==> src/rtl/picosoc_busdec.sv <==
// Memory-bus decoder and response mux for the PicoRV32 native interface.
// Registers the address decode, bounds each access with a timeout and latches the first bus error.
module picosoc_busdec #(
    parameter int unsigned  NUM_SLAVES     = 4,
    parameter logic [255:0] SLAVE_BASE     = {8{32'h0}},
    parameter logic [255:0] SLAVE_MASK     = {8{32'h0}},
    parameter int unsigned  TIMEOUT_CYCLES = 255,
    parameter logic [31:0]  ERR_RDATA      = 32'hDEAD_BEEF
) (
    input  logic                       clk,
    input  logic                       reset,
    input  logic                       m_valid,
    input  logic                       m_instr,
    input  logic [31:0]                m_addr,
    input  logic [31:0]                m_wdata,
    input  logic [3:0]                 m_wstrb,
    output logic                       m_ready,
    output logic [31:0]                m_rdata,
    output logic [NUM_SLAVES-1:0]      s_valid,
    output logic                       s_instr,
    output logic [31:0]                s_addr,
    output logic [31:0]                s_wdata,
    output logic [3:0]                 s_wstrb,
    input  logic [NUM_SLAVES-1:0]      s_ready,
    input  logic [32*NUM_SLAVES-1:0]   s_rdata,
    output logic                       err_irq,
    output logic [1:0]                 err_code,
    output logic [31:0]                err_addr,
    input  logic                       err_clear
);

    localparam int unsigned SEL_W = (NUM_SLAVES > 1) ? $clog2(NUM_SLAVES) : 1;
    localparam int unsigned CNT_W = (TIMEOUT_CYCLES > 0) ? $clog2(TIMEOUT_CYCLES + 1) : 1;
    localparam bit          TO_EN = (TIMEOUT_CYCLES != 0);
    localparam logic [CNT_W-1:0] CNT_LAST = TO_EN ? CNT_W'(TIMEOUT_CYCLES - 1) : '0;

    typedef enum logic [1:0] {IDLE, ACTIVE, RESP} state_t;

    state_t                  state_q, state_d;
    logic [SEL_W-1:0]        sel_q, sel_d;
    logic [CNT_W-1:0]        cnt_q, cnt_d;
    logic [NUM_SLAVES-1:0]   s_valid_q, s_valid_d;
    logic                    s_instr_q, s_instr_d;
    logic [31:0]             s_addr_q, s_addr_d;
    logic [31:0]             s_wdata_q, s_wdata_d;
    logic [3:0]              s_wstrb_q, s_wstrb_d;
    logic                    m_ready_q, m_ready_d;
    logic [31:0]             m_rdata_q, m_rdata_d;
    logic                    err_irq_q, err_irq_d;
    logic [1:0]              err_code_q, err_code_d;
    logic [31:0]             err_addr_q, err_addr_d;

    logic                    hit;
    logic [SEL_W-1:0]        hit_idx;
    logic                    sel_ready;
    logic [31:0]             sel_rdata;
    logic                    timeout_hit;
    logic                    err_raise;
    logic [1:0]              err_code_new;
    logic [31:0]             err_addr_new;

    // Priority decode: the lowest-index matching window wins.
    always_comb begin
        hit     = 1'b0;
        hit_idx = '0;
        for (int unsigned i = 0; i < NUM_SLAVES; i++) begin
            if (!hit && ((m_addr & SLAVE_MASK[32*i +: 32]) ==
                         (SLAVE_BASE[32*i +: 32] & SLAVE_MASK[32*i +: 32]))) begin
                hit     = 1'b1;
                hit_idx = SEL_W'(i);
            end
        end
    end

    always_comb begin
        sel_ready = 1'b0;
        sel_rdata = '0;
        for (int unsigned i = 0; i < NUM_SLAVES; i++) begin
            if (sel_q == SEL_W'(i)) begin
                sel_ready = s_ready[i];
                sel_rdata = s_rdata[32*i +: 32];
            end
        end
    end

    assign timeout_hit = TO_EN && (cnt_q == CNT_LAST);

    always_comb begin
        state_d = state_q;
        case (state_q)
            IDLE:    if (m_valid) state_d = hit ? ACTIVE : RESP;
            ACTIVE:  if (sel_ready || timeout_hit) state_d = RESP;
            RESP:    state_d = IDLE;
            default: state_d = IDLE;
        endcase
    end

    always_comb begin
        sel_d        = sel_q;
        cnt_d        = cnt_q;
        s_valid_d    = s_valid_q;
        s_instr_d    = s_instr_q;
        s_addr_d     = s_addr_q;
        s_wdata_d    = s_wdata_q;
        s_wstrb_d    = s_wstrb_q;
        m_ready_d    = 1'b0;
        m_rdata_d    = m_rdata_q;
        err_raise    = 1'b0;
        err_code_new = 2'b00;
        err_addr_new = s_addr_q;
        case (state_q)
            IDLE: begin
                if (m_valid) begin
                    s_instr_d = m_instr;
                    s_addr_d  = m_addr;
                    s_wdata_d = m_wdata;
                    s_wstrb_d = m_wstrb;
                    if (hit) begin
                        sel_d = hit_idx;
                        cnt_d = '0;
                        for (int unsigned i = 0; i < NUM_SLAVES; i++) begin
                            s_valid_d[i] = (hit_idx == SEL_W'(i));
                        end
                    end else begin
                        m_ready_d    = 1'b1;
                        m_rdata_d    = ERR_RDATA;
                        err_raise    = 1'b1;
                        err_code_new = 2'b01;
                        err_addr_new = m_addr;
                    end
                end
            end
            ACTIVE: begin
                if (sel_ready) begin
                    s_valid_d = '0;
                    m_ready_d = 1'b1;
                    m_rdata_d = sel_rdata;
                end else if (timeout_hit) begin
                    s_valid_d    = '0;
                    m_ready_d    = 1'b1;
                    m_rdata_d    = ERR_RDATA;
                    err_raise    = 1'b1;
                    err_code_new = 2'b10;
                end else begin
                    cnt_d = cnt_q + CNT_W'(1);
                end
            end
            default: ;
        endcase

        // A new error outranks a simultaneous clear; otherwise the first error is kept.
        err_irq_d  = err_irq_q;
        err_code_d = err_code_q;
        err_addr_d = err_addr_q;
        if (err_raise && (!err_irq_q || err_clear)) begin
            err_irq_d  = 1'b1;
            err_code_d = err_code_new;
            err_addr_d = err_addr_new;
        end else if (err_clear) begin
            err_irq_d  = 1'b0;
            err_code_d = '0;
            err_addr_d = '0;
        end
    end

    always_ff @(posedge clk) begin
        if (reset) begin
            state_q    <= IDLE;
            sel_q      <= '0;
            cnt_q      <= '0;
            s_valid_q  <= '0;
            s_instr_q  <= 1'b0;
            s_addr_q   <= '0;
            s_wdata_q  <= '0;
            s_wstrb_q  <= '0;
            m_ready_q  <= 1'b0;
            m_rdata_q  <= '0;
            err_irq_q  <= 1'b0;
            err_code_q <= '0;
            err_addr_q <= '0;
        end else begin
            state_q    <= state_d;
            sel_q      <= sel_d;
            cnt_q      <= cnt_d;
            s_valid_q  <= s_valid_d;
            s_instr_q  <= s_instr_d;
            s_addr_q   <= s_addr_d;
            s_wdata_q  <= s_wdata_d;
            s_wstrb_q  <= s_wstrb_d;
            m_ready_q  <= m_ready_d;
            m_rdata_q  <= m_rdata_d;
            err_irq_q  <= err_irq_d;
            err_code_q <= err_code_d;
            err_addr_q <= err_addr_d;
        end
    end

    assign m_ready  = m_ready_q;
    assign m_rdata  = m_rdata_q;
    assign s_valid  = s_valid_q;
    assign s_instr  = s_instr_q;
    assign s_addr   = s_addr_q;
    assign s_wdata  = s_wdata_q;
    assign s_wstrb  = s_wstrb_q;
    assign err_irq  = err_irq_q;
    assign err_code = err_code_q;
    assign err_addr = err_addr_q;

endmodule

==> config.mk <==
export PLATFORM = sky130hd
export DESIGN_NAME = picosoc_busdec
export DESIGN_NICKNAME = d
export VERILOG_FILES = /design/src/rtl/picosoc_busdec.sv
export SDC_FILE = /design/constraint.sdc
export NUM_CORES = 1
export LEC_CHECK = 0
export ABC_CLOCK_PERIOD_IN_PS = 2060
export BUFFER_PORTS_ARGS = -buffer_cell sky130_fd_sc_hd__buf_4
export CORE_AREA = 2 2 134 136
export CTS_CLUSTER_SIZE = 8
export DETAILED_ROUTE_END_ITERATION = 7
export DIE_AREA = 0 0 136 138
export PLACE_DENSITY = 0.74
export REMOVE_ABC_BUFFERS = 1
export SLEW_MARGIN = 30
export SYNTH_ARGS = -nofsm -noshare
export SYNTH_HDL_FRONTEND = slang
export SYNTH_SLANG_ARGS = --single-unit
==> constraint.sdc <==
create_clock -name clk -period 2.06 [get_ports clk]
set_input_delay 0 -clock clk [delete_from_list [all_inputs] [get_ports clk]]
set_output_delay 0 -clock clk [all_outputs]
set_load 0.05 [all_outputs]
==> flow_summary.yaml, run 1 <==
sta:
  tightestPinTransition_ns: 0.6353
  hold_viol_final: 0
  relSlewSlack: 0.5765
  fin_skew_ns: 0.008995
  timing.fmax_mhz: 525.1
  slew_viol_final: 0
  setup_viol: 0
  period_minus_slack_ns: 1.904
  fin_crit_sh: 0.9245
die:
  core_area_um2: 17530
  start_util: 0.3060
  die_x_um: 136
  rows: 49
  dieArea_um2: 18770
  ioPinCount: 346
  die_y_um: 138
power:
  irDropWorstVdd_v: 0.0005200
  p_leak_uw: 0.003834
  pwr_density_cell_nw_per_um2: 848.3
  power_uw: 7692
cts:
  htreeDepth: 4
  clk_latency_ns: 0.41
  cts.clk_slew.worst_paths_ns: 0.06
  max-clock-path-buffers: 2
  cts-root-buf: "clkbuf_16"
  cts_buffers: 17
  post_cts_buffers: 0
  cts_tree: "yes"
  cts_sinks: 146
layout:
  area_growth_pct: 69.01
  layout.cells.non_filler: 1192
  num-fill-cells: 1557
  drive_above_1_share: 0.3084
  final_nets: 1158
  antennaDiodeCount: 0
drt:
  wl_per_cell_um: 14.89
  drc: 0
  antenna_left: 0
  via_per_inst: 4.742
  vias: 5652
  first_pass_iters: 4
  wl_mm: 17.75
  drt_iter0_drc: 273
synthesis:
  synth_top_cell_area_share: 0.5448
  synth.area.top_cells: "dfxtp_1 (54%), nand2_1 (12%), a21oi_1 (12%)"
  postSynthCellCount: 621
  synth_largest_area_cell: "dfxtp_1"
  synth-seq-area-share: 0.5448
  syn_avg_cell_area_um2: 8.640
  synth-edff-count: 0
  synth.distinct_cells: 41
  ys.flop_type: "dfxtp_1"
  ys_ff_latch: 146
  syn_area_um2: 5365
  synth_warnings: 0
  async_reset_ff_frac: 0
global_routing:
  grt_pass1_wl_mm: 28.29
  grt_start_max_net_pins: 118
  grt_remaining_overflow: 0
  grt_pass1_vias: 5576
  antenna_found_initial: 0
  grt_usage: 0.1877
worst_hold_path:
  hp-class: "in2reg"
  hold_depth: 4
placement:
  place_inst: 1057
  io_buffers: 242
  dp.final_hpwl_mm: 10.58
  gp_congestion: 0.7883
setup_path:
  critPathMaxFanout: 24
  worst-path-buf-inv: 3
  start_kind: "flip-flop"
  cp_slowest_stage_delay_ns: 0.56
  cpLargestDelayFamily: "buffers and inverters"
  critPathArrivalTime_ns: 2.20
  end_kind: "flip-flop"
  slowest_stage: "dlygate4sd3_1"
  cp_num_cells: 6
  worstPathRequired_ns: 2.35
  ff2ff_path_depth: 6
  path_class: "reg2reg"
  worstPathCellList: "nor2b_2 -> buf_4 -> and2_1 -> buf_6 -> a211oi_1 -> dlygate4sd3_1"
job:
  cap_violations: 0
outcome:
  outcome: "completed"
[cell usage in the layout, fill, tap and decap left out, types with 3 or more instances in the layout]
cell type,count
a22o_1,8
nand2_1,176
inv_1,7
and3_1,3
nand3_1,4
nand3b_1,32
clkbuf_16,17
dfxtp_1,146
o32ai_1,3
buf_4,252
o2bb2ai_1,23
clkbuf_8,3
or4_1,3
conb_1,4
clkbuf_1,4
buf_12,6
a21oi_1,126
dlygate4sd3_1,104
[layout make-up]
type | count | area [um2] | area share
multi-input combinational | 416 | 2210 | 0.2437
clock buffer | 24 | 481.7 | 0.05313
timing repair buffer | 363 | 3064 | 0.3379
inverter | 7 | 26.28 | 0.002898
tap | 229 | 286.5 | 0.03160
sequential | 146 | 2923 | 0.3223
clock inverter | 7 | 76.32 | 0.008417
[per-stage QoR]
stage	cell area (um2)	hold WS [ns]	setup slack [ns]	TNS (ns)	util
after global placement	7450	0.2113	0.2096	0	0.4249
after floorplan	5130	0.06907	-1.158	-111.21	-
after CTS	9049	0.03395	0.02404	0	0.5161
final	9067	0.05154	0.1555	0	0.5171
after detailed placement	7450	0.2141	0.1738	0	0.4249
after global routing	9067	0.06882	-0.008208	-0.008208	0.5171
[kinds of logic (layout without fill, tap and decap cells)]
kind of cell    Yosys count  after routing  synth area share
compound gates          178            178            0.1985
fa+ha+maj                 2              2          0.004663
buf+inv                  62            401           0.05084
flops                   146            146            0.5448
other cells               1              4         0.0006990
simple gates            232            232            0.2006
[final timing paths]
path,startpoint,endpoint,slack (ns)
worst max-delay path,state_q[0],m_rdata[31],0.16
worst min-delay path,s_ready[0],state_q[1],0.05
worst max register to register,state_q[0],m_rdata[31],0.16
worst min register to register,s_wdata[29],s_wdata[29],0.45
[sequential cells by signal, summed over array words and instances, names as in the netlist]
| signal | flops |
|---|---|
| s_wstrb | 4 |
| state_q | 2 |
| s_instr | 1 |
| s_valid | 1 |
| s_wdata | 32 |
| m_rdata | 32 |
| err_addr | 32 |
| s_addr | 32 |
| m_ready | 1 |
| err_code | 1 |
| cnt_q | 8 |
[synth_stat cells (all sizes together), types with 2 or more instances]
| cell | instances |
|---|---|
| buf | 19 |
| nor2b | 3 |
| a21oi | 127 |
| o211ai | 3 |
| nand2b | 2 |
| clkbuf | 36 |
| nor2 | 2 |
| and3 | 3 |
| nand3b | 32 |
| nand3 | 5 |
| o32ai | 3 |
| nand4 | 2 |
| o2111ai | 2 |
| o21ai | 2 |
| dfxtp | 146 |
| a22oi | 2 |
| inv | 7 |
| a22o | 8 |
| or4 | 3 |
| ha | 2 |
| o2bb2ai | 23 |
| nand2 | 176 |
| a211oi | 2 |
[power by group]
group	internal (uW)	switching [uW]	leakage (uW)
logic	633	1050	0.00238
clock network	1760	1160	0.000267
registers	2990	102	0.00119
total	5380	2310	0.00383
[worst register-to-register path, cell delays in order, from the launching register on]
cell and delay, ns:
dfxtp_1 0.34, nor2b_2 0.24, buf_4 0.20, and2_1 0.15, buf_6 0.21, a211oi_1 0.10
dlygate4sd3_1 0.56
[layer usage]
| metal | up-vias | global-route usage | share of wire |
|---|---|---|---|
| met5 | - | 0 | 0 |
| met4 | 0 | 0.07785 | 0.031 |
| met3 | 43 | 0.05501 | 0.071 |
| met2 | 213 | 0.3221 | 0.49 |
| met1 | 2611 | 0.2163 | 0.41 |
| li1 | 2785 | - | - |
[what timing repair did]
item | CTS | global route
setup endpoints to repair | 0 | 4
hold buffers | 104 | 0
resized for setup | 0 | 4
endpoints found under the hold margin | 102 | 0
No activity file was read; power rests on OpenSTA's default activity.
==> run 2, diff against run 1 <==
--- a/config.mk
+++ b/config.mk
@@ -7,11 +7,14 @@
 export LEC_CHECK = 0
 export ABC_CLOCK_PERIOD_IN_PS = 2060
 export BUFFER_PORTS_ARGS = -buffer_cell sky130_fd_sc_hd__buf_4
-export CORE_AREA = 2 2 134 136
+export CELL_PAD_IN_SITES_DETAIL_PLACEMENT = 0
+export CELL_PAD_IN_SITES_GLOBAL_PLACEMENT = 2
+export CORE_ASPECT_RATIO = 1.5
+export CORE_UTILIZATION = 22
+export CTS_CLUSTER_DIAMETER = 40
 export CTS_CLUSTER_SIZE = 8
 export DETAILED_ROUTE_END_ITERATION = 7
-export DIE_AREA = 0 0 136 138
-export PLACE_DENSITY = 0.74
+export PLACE_DENSITY = 0.91
 export REMOVE_ABC_BUFFERS = 1
 export SLEW_MARGIN = 30
 export SYNTH_ARGS = -nofsm -noshare
==> flow_summary.yaml, run 2 (synthesis results as in run 1) <==
sta:
  tns_ns: 0
  hold_viol_final: 0
  fin_skew_ns: 0.006528
  period_minus_slack_ns: 1.807
  fin_crit_sh: 0.8771
  rsz0062_at_grt: "false"
  final.setup.worst_slack_ns: 0.2531
  timing.fmax_mhz: 553.4
  relSlewSlack: 0.5041
  slew_viol_final: 0
  tightestPinTransition_ns: 0.7438
  setup_viol: 0
die:
  start_util: 0.2252
  rows: 69
  core_area_um2: 23830
  die_x_um: 129.5
  ioPinCount: 346
  die_y_um: 193.3
  dieArea_um2: 25030
layout:
  most-common-layout-cells: "buf_4 (253), nand2_1 (176), dfxtp_1 (146), a21oi_1 (126), dlygate4sd3_1 (102)"
  num-fill-cells: 2446
  antennaDiodeCount: 0
  final_nets: 1155
  final_cell_area_um2: 9153
  drive_above_1_share: 0.3091
  final_common_cell: "buf_4"
  area_growth_pct: 70.59
  postLayoutCoreUtil: 0.3841
drt:
  first_pass_iters: 4
  wl_mm: 18.69
  wl_per_cell_um: 14.60
  drc: 0
  via_per_inst: 4.291
  vias: 5492
  antenna_left: 0
  drt_iter0_drc: 232
global_routing:
  grt_pass1_wl_mm: 29.44
  antenna_found_initial: 1
  grt_remaining_overflow: 0
  grt_start_max_net_pins: 90
  grt_pass1_vias: 5466
  grt_usage: 0.1529
setup_path:
  reg2reg_from: "state_q[0]"
  r2r-end: "err_addr[7]"
  critPathArrivalTime_ns: 2.08
  path_class: "reg2reg"
  reg2reg_slack_ns: 0.25
  end_kind: "flip-flop"
  critPathMaxFanout: 64
  worstPathRequired_ns: 2.33
  ff2ff_path_depth: 5
  start_kind: "flip-flop"
cts:
  cts_tree: "yes"
  cts-root-buf: "clkbuf_16"
  cts_sinks: 146
  clk_latency_ns: 0.43
  max-clock-path-buffers: 2
  cts_buffers: 17
  cts.clk_slew.worst_paths_ns: 0.06
  htreeDepth: 4
  cts_resized: 0
power:
  irDropWorstVdd_v: 0.0005734
  p_leak_uw: 0.003813
  pwr_density_cell_nw_per_um2: 866.4
worst_hold_path:
  hold_depth: 4
  hold_end: "cnt_q[1]"
  min_from: "m_valid"
  hp-class: "in2reg"
placement:
  gp_congestion: 0.7305
  io_buffers: 242
  preCtsSetupSlack_ns: 0.2335
  dp.final_hpwl_mm: 12.21
  dpl_cell_area_um2: 7535
job:
  cap_violations: 0
outcome:
  outcome: "completed"
==> run 2: cell count changes in the layout (fill, tap and decap cells not counted), sizes merged <==
cell	change
clkbuf	-5
clkinvlp	+3
bufinv	+2
dlygate4sd3	-2
buf	-1
inv	+1
==> run 2: worst max-delay path: stages (launching register included) <==
cell      delay [ns]
dfxtp_1         0.35
or3b_1          0.48
nor4_4          0.29
buf_12          0.29
nand3b_1        0.15
a21oi_1         0.08
==> run 2: cell type report <==
| class | instances | area [um2] | share of cell area |
|---|---|---|---|
| repair buffers | 360 | 3012 | 0.3291 |
| multi-input cells | 416 | 2200 | 0.2403 |
| clock buffers | 19 | 432.9 | 0.04730 |
| inverters | 7 | 26.28 | 0.002871 |
| flip-flops and latches | 146 | 2923 | 0.3193 |
| clock inverters | 13 | 160.2 | 0.01750 |
| well taps | 319 | 399.1 | 0.04361 |
==> run 2: worst max-delay path by stage <==
stage                     slack, ns  cells past startpoint      endpoint        from
after floorplan               -1.16                      4     s_addr[0]  state_q[1]
after global placement         0.27                      5   err_addr[6]  state_q[0]
after detailed placement       0.23                      5   err_addr[7]  state_q[0]
after CTS                      0.22                      5   err_addr[7]  state_q[0]
after global routing           0.12                      5  err_addr[31]    cnt_q[3]
final                          0.25                      5   err_addr[7]  state_q[0]
==> run 2: power breakdown <==
part	leakage (uW)	switching [uW]	internal (uW)	total [uW]
combinational	0.00235	1060	622	1680
sequential	0.00119	97.5	2980	3080
clock	0.000276	1270	1900	3170
total	0.00381	2420	5510	7930
==> run 2: what timing repair did <==
item                                   CTS  global route
hold buffers                           102             0
endpoints found under the hold margin  102             0
setup buffers                            0             0
==> run 2: stage by stage <==
stage / instances / total power, uW / hold WS, ns
after floorplan: 569 / 4007 / 0.06907
after global placement: 1146 / 4660 / 0.2116
after detailed placement: 1146 / 4676 / 0.2144
after CTS: 1280 / 8066 / 0.03410
after global routing: 1280 / 8285 / 0.08257
final: 1280 / 7930 / 0.06375
==> run 2: per-layer routing <==
metal  vias to the layer above  track usage  share of wire  wire, um
met5                         -            0        0.00070        13
met4                         2      0.05685          0.016       296
met3                        20      0.04674          0.059      1100
met2                       155       0.2796           0.53      9927
met1                      2554       0.1609           0.39      7352
li1                       2761            -              -         -
==> run 3, diff against run 2 <==
--- a/config.mk
+++ b/config.mk
@@ -5,16 +5,17 @@
 export SDC_FILE = /design/constraint.sdc
 export NUM_CORES = 1
 export LEC_CHECK = 0
+export ABC_AREA = 1
 export ABC_CLOCK_PERIOD_IN_PS = 2060
 export BUFFER_PORTS_ARGS = -buffer_cell sky130_fd_sc_hd__buf_4
 export CELL_PAD_IN_SITES_DETAIL_PLACEMENT = 0
 export CELL_PAD_IN_SITES_GLOBAL_PLACEMENT = 2
 export CORE_ASPECT_RATIO = 1.5
-export CORE_UTILIZATION = 22
+export CORE_UTILIZATION = 21
 export CTS_CLUSTER_DIAMETER = 40
 export CTS_CLUSTER_SIZE = 8
 export DETAILED_ROUTE_END_ITERATION = 7
-export PLACE_DENSITY = 0.91
+export PLACE_DENSITY = 0.9
 export REMOVE_ABC_BUFFERS = 1
 export SLEW_MARGIN = 30
 export SYNTH_ARGS = -nofsm -noshare
==> flow_summary.yaml, run 3 <==
sta:
  setup_viol: 0
  fin_skew_ns: 0.009208
  relSlewSlack: 0.6271
  whs_ns: 0.07468
  rsz0062_at_grt: "false"
  slew_viol_final: 0
  tightestPinTransition_ns: 0.5585
  hold_viol_final: 0
  period_minus_slack_ns: 1.746
  timing.fmax_mhz: 572.8
  fin_crit_sh: 0.8475
layout:
  layout.cells.non_filler: 1363
  area_growth_pct: 68.77
  final_common_cell: "buf_4"
  multiInputGateArea_um2: 2197
  final_nets: 1228
  drive_above_1_share: 0.2921
  most-common-layout-cells: "buf_4 (253), nor2_1 (158), dfxtp_1 (146), dlygate4sd3_1 (101), o21ai_0 (81)"
  num-fill-cells: 2646
  ff_latch_area_um2: 2923
worst_hold_path:
  min_from: "s_ready[0]"
  hold_end: "m_rdata[31]"
  hold_depth: 6
  hp-class: "in2reg"
global_routing:
  grt_start_max_net_pins: 74
  grt_usage: 0.1478
  antenna_found_initial: 1
  grt_pass1_vias: 5729
  grt_remaining_overflow: 0
  grt_pass1_wl_mm: 30.42
cts:
  cts-root-buf: "clkbuf_16"
  cts.clk_slew.worst_paths_ns: 0.06
  cts_resized: 0
  post_cts_buffers: 0
  hold_buffers: 101
  cts_tree: "yes"
  htreeDepth: 4
  max-clock-path-buffers: 2
  clk_latency_ns: 0.43
  cts_sinks: 146
  cts_buffers: 17
setup_path:
  start_kind: "flip-flop"
  reg2reg_slack_ns: 0.31
  critPathMaxFanout: 15
  reg2reg_from: "cnt_q[1]"
  worstPathRequired_ns: 2.41
  path_class: "reg2reg"
  worst-path-buf-inv: 1
  worstPathCellList: "ha_1 -> nand2_1 -> nor2_2 -> nand2_4 -> nor2_8 -> buf_4 -> nand3_1 -> a21oi_1"
  ff2ff_path_depth: 8
  cpLargestDelayFamily: "simple AND/OR/NAND/NOR gates"
  end_kind: "flip-flop"
  r2r-end: "err_addr[26]"
  slowest_stage: "dfxtp_1"
  cp_slowest_stage_delay_ns: 0.38
  critPathArrivalTime_ns: 2.10
synthesis:
  synth.area.top_cells: "dfxtp_1 (54%), nor2_1 (11%), o21ai_0 (7.4%)"
  postSynthCellCount: 696
  ys.flop_type: "dfxtp_1"
  syn_avg_cell_area_um2: 7.824
  synth_warnings: 0
  ys_ff_latch: 146
  synth_fa_ha_area_frac: 0.004596
  synth.most_common_cell: "nor2_1"
  synth.distinct_cells: 23
  synth_compound_area_frac: 0.1585
  syn_area_um2: 5445
  synthSimpleGateAreaFrac: 0.2367
  synth_mux_area_frac: 0
  synth_top_cell_area_share: 0.5368
  synth_largest_area_cell: "dfxtp_1"
  synthXorXnorAreaFrac: 0
  yosys-top-cells-count: "nor2_1 (158), dfxtp_1 (146), o21ai_0 (81)"
  synth_top_family_by_area: "simple AND/OR/NAND/NOR gates"
  synth-seq-area-share: 0.5368
  synth-edff-count: 0
  async_reset_ff_frac: 0
drt:
  first_pass_iters: 4
  wl_mm: 19.47
  via_per_inst: 4.253
  vias: 5797
  wl_per_cell_um: 14.28
  drt_iter0_drc: 223
  drc: 0
  antenna_left: 0
placement:
  io_buffers: 242
  place_inst: 1229
  dp.final_hpwl_mm: 12.48
  gp_congestion: 0.7266
power:
  irDropWorstVdd_v: 0.0005493
  pwr_density_cell_nw_per_um2: 851.7
  p_leak_uw: 0.003969
die:
  ioPinCount: 346
  die_x_um: 133.5
  rows: 71
  die_y_um: 199.2
  core_area_um2: 25230
  start_util: 0.2158
  dieArea_um2: 26590
job:
  cap_violations: 0
outcome:
  outcome: "completed"
-- run 3: where the power goes --
part,internal [uW],leakage (uW),switching (uW)
Clock,1910,0.000281,1270
Sequential,2990,0.00120,101
Combinational,582,0.00249,980
-- run 3: per-stage QoR --
stage               setup TNS (ns)  setup slack, ns  instance area, um2  total power [uW]  utilization
floorplan                   -44.45          -0.7038                5167              3974            -
global placement                 0           0.3098                7582              4559       0.3005
detailed placement               0           0.2816                7582              4568       0.3005
CTS                              0           0.2472                9188              7964       0.3642
global route                     0          0.09236                9188              8187       0.3642
finish                           0           0.3141                9190              7827       0.3643
-- run 3: layout make-up --
type / instances / share of cell area
Antenna cell: 1 / 0.0002723
Clock buffer: 20 / 0.04752
Timing Repair Buffer: 359 / 0.3276
Inverter: 14 / 0.005718
Tap cell: 328 / 0.04466
Clock inverter: 12 / 0.01715
Multi-Input combinational cell: 483 / 0.2391
Sequential cell: 146 / 0.3180
-- run 3: routing by layer --
| metal | GRT usage | vias up | part of all wire |
|---|---|---|---|
| met5 | 0 | - | 0 |
| met2 | 0.2687 | 201 | 0.50 |
| li1 | - | 2945 | - |
| met4 | 0.05051 | 0 | 0.019 |
| met1 | 0.1606 | 2629 | 0.41 |
| met3 | 0.04617 | 22 | 0.067 |
-- run 3: kinds of logic (layout without fill, tap and decap cells) --
| family | after synthesis | count (layout) |
|---|---|---|
| and+or+nand+nor | 305 | 305 |
| AOI/OAI and AO/OA | 172 | 172 |
| DFF | 146 | 146 |
| buffers and inverters | 70 | 405 |
| adders and majority gates | 2 | 2 |
| other | 1 | 5 |
-- run 3: worst max path at each step --
| stage | start | endpoint | slack (ns) | cells after the start |
|---|---|---|---|---|
| global route | cnt_q[0] | err_addr[1] | 0.09 | 9 |
| CTS | cnt_q[1] | err_addr[26] | 0.25 | 8 |
| finish | cnt_q[1] | err_addr[26] | 0.31 | 8 |
| detailed placement | cnt_q[1] | err_addr[11] | 0.28 | 8 |
| floorplan | err_code[1] | err_addr[0] | -0.70 | 4 |
| global placement | cnt_q[1] | err_addr[11] | 0.31 | 8 |
-- run 3: worst min-delay path: cells and delay by family --
kind | cells | cell delay (ns)
compound gates | 1 | 0.07
buf+inv | 2 | 0.14
simple gates | 3 | 0.24
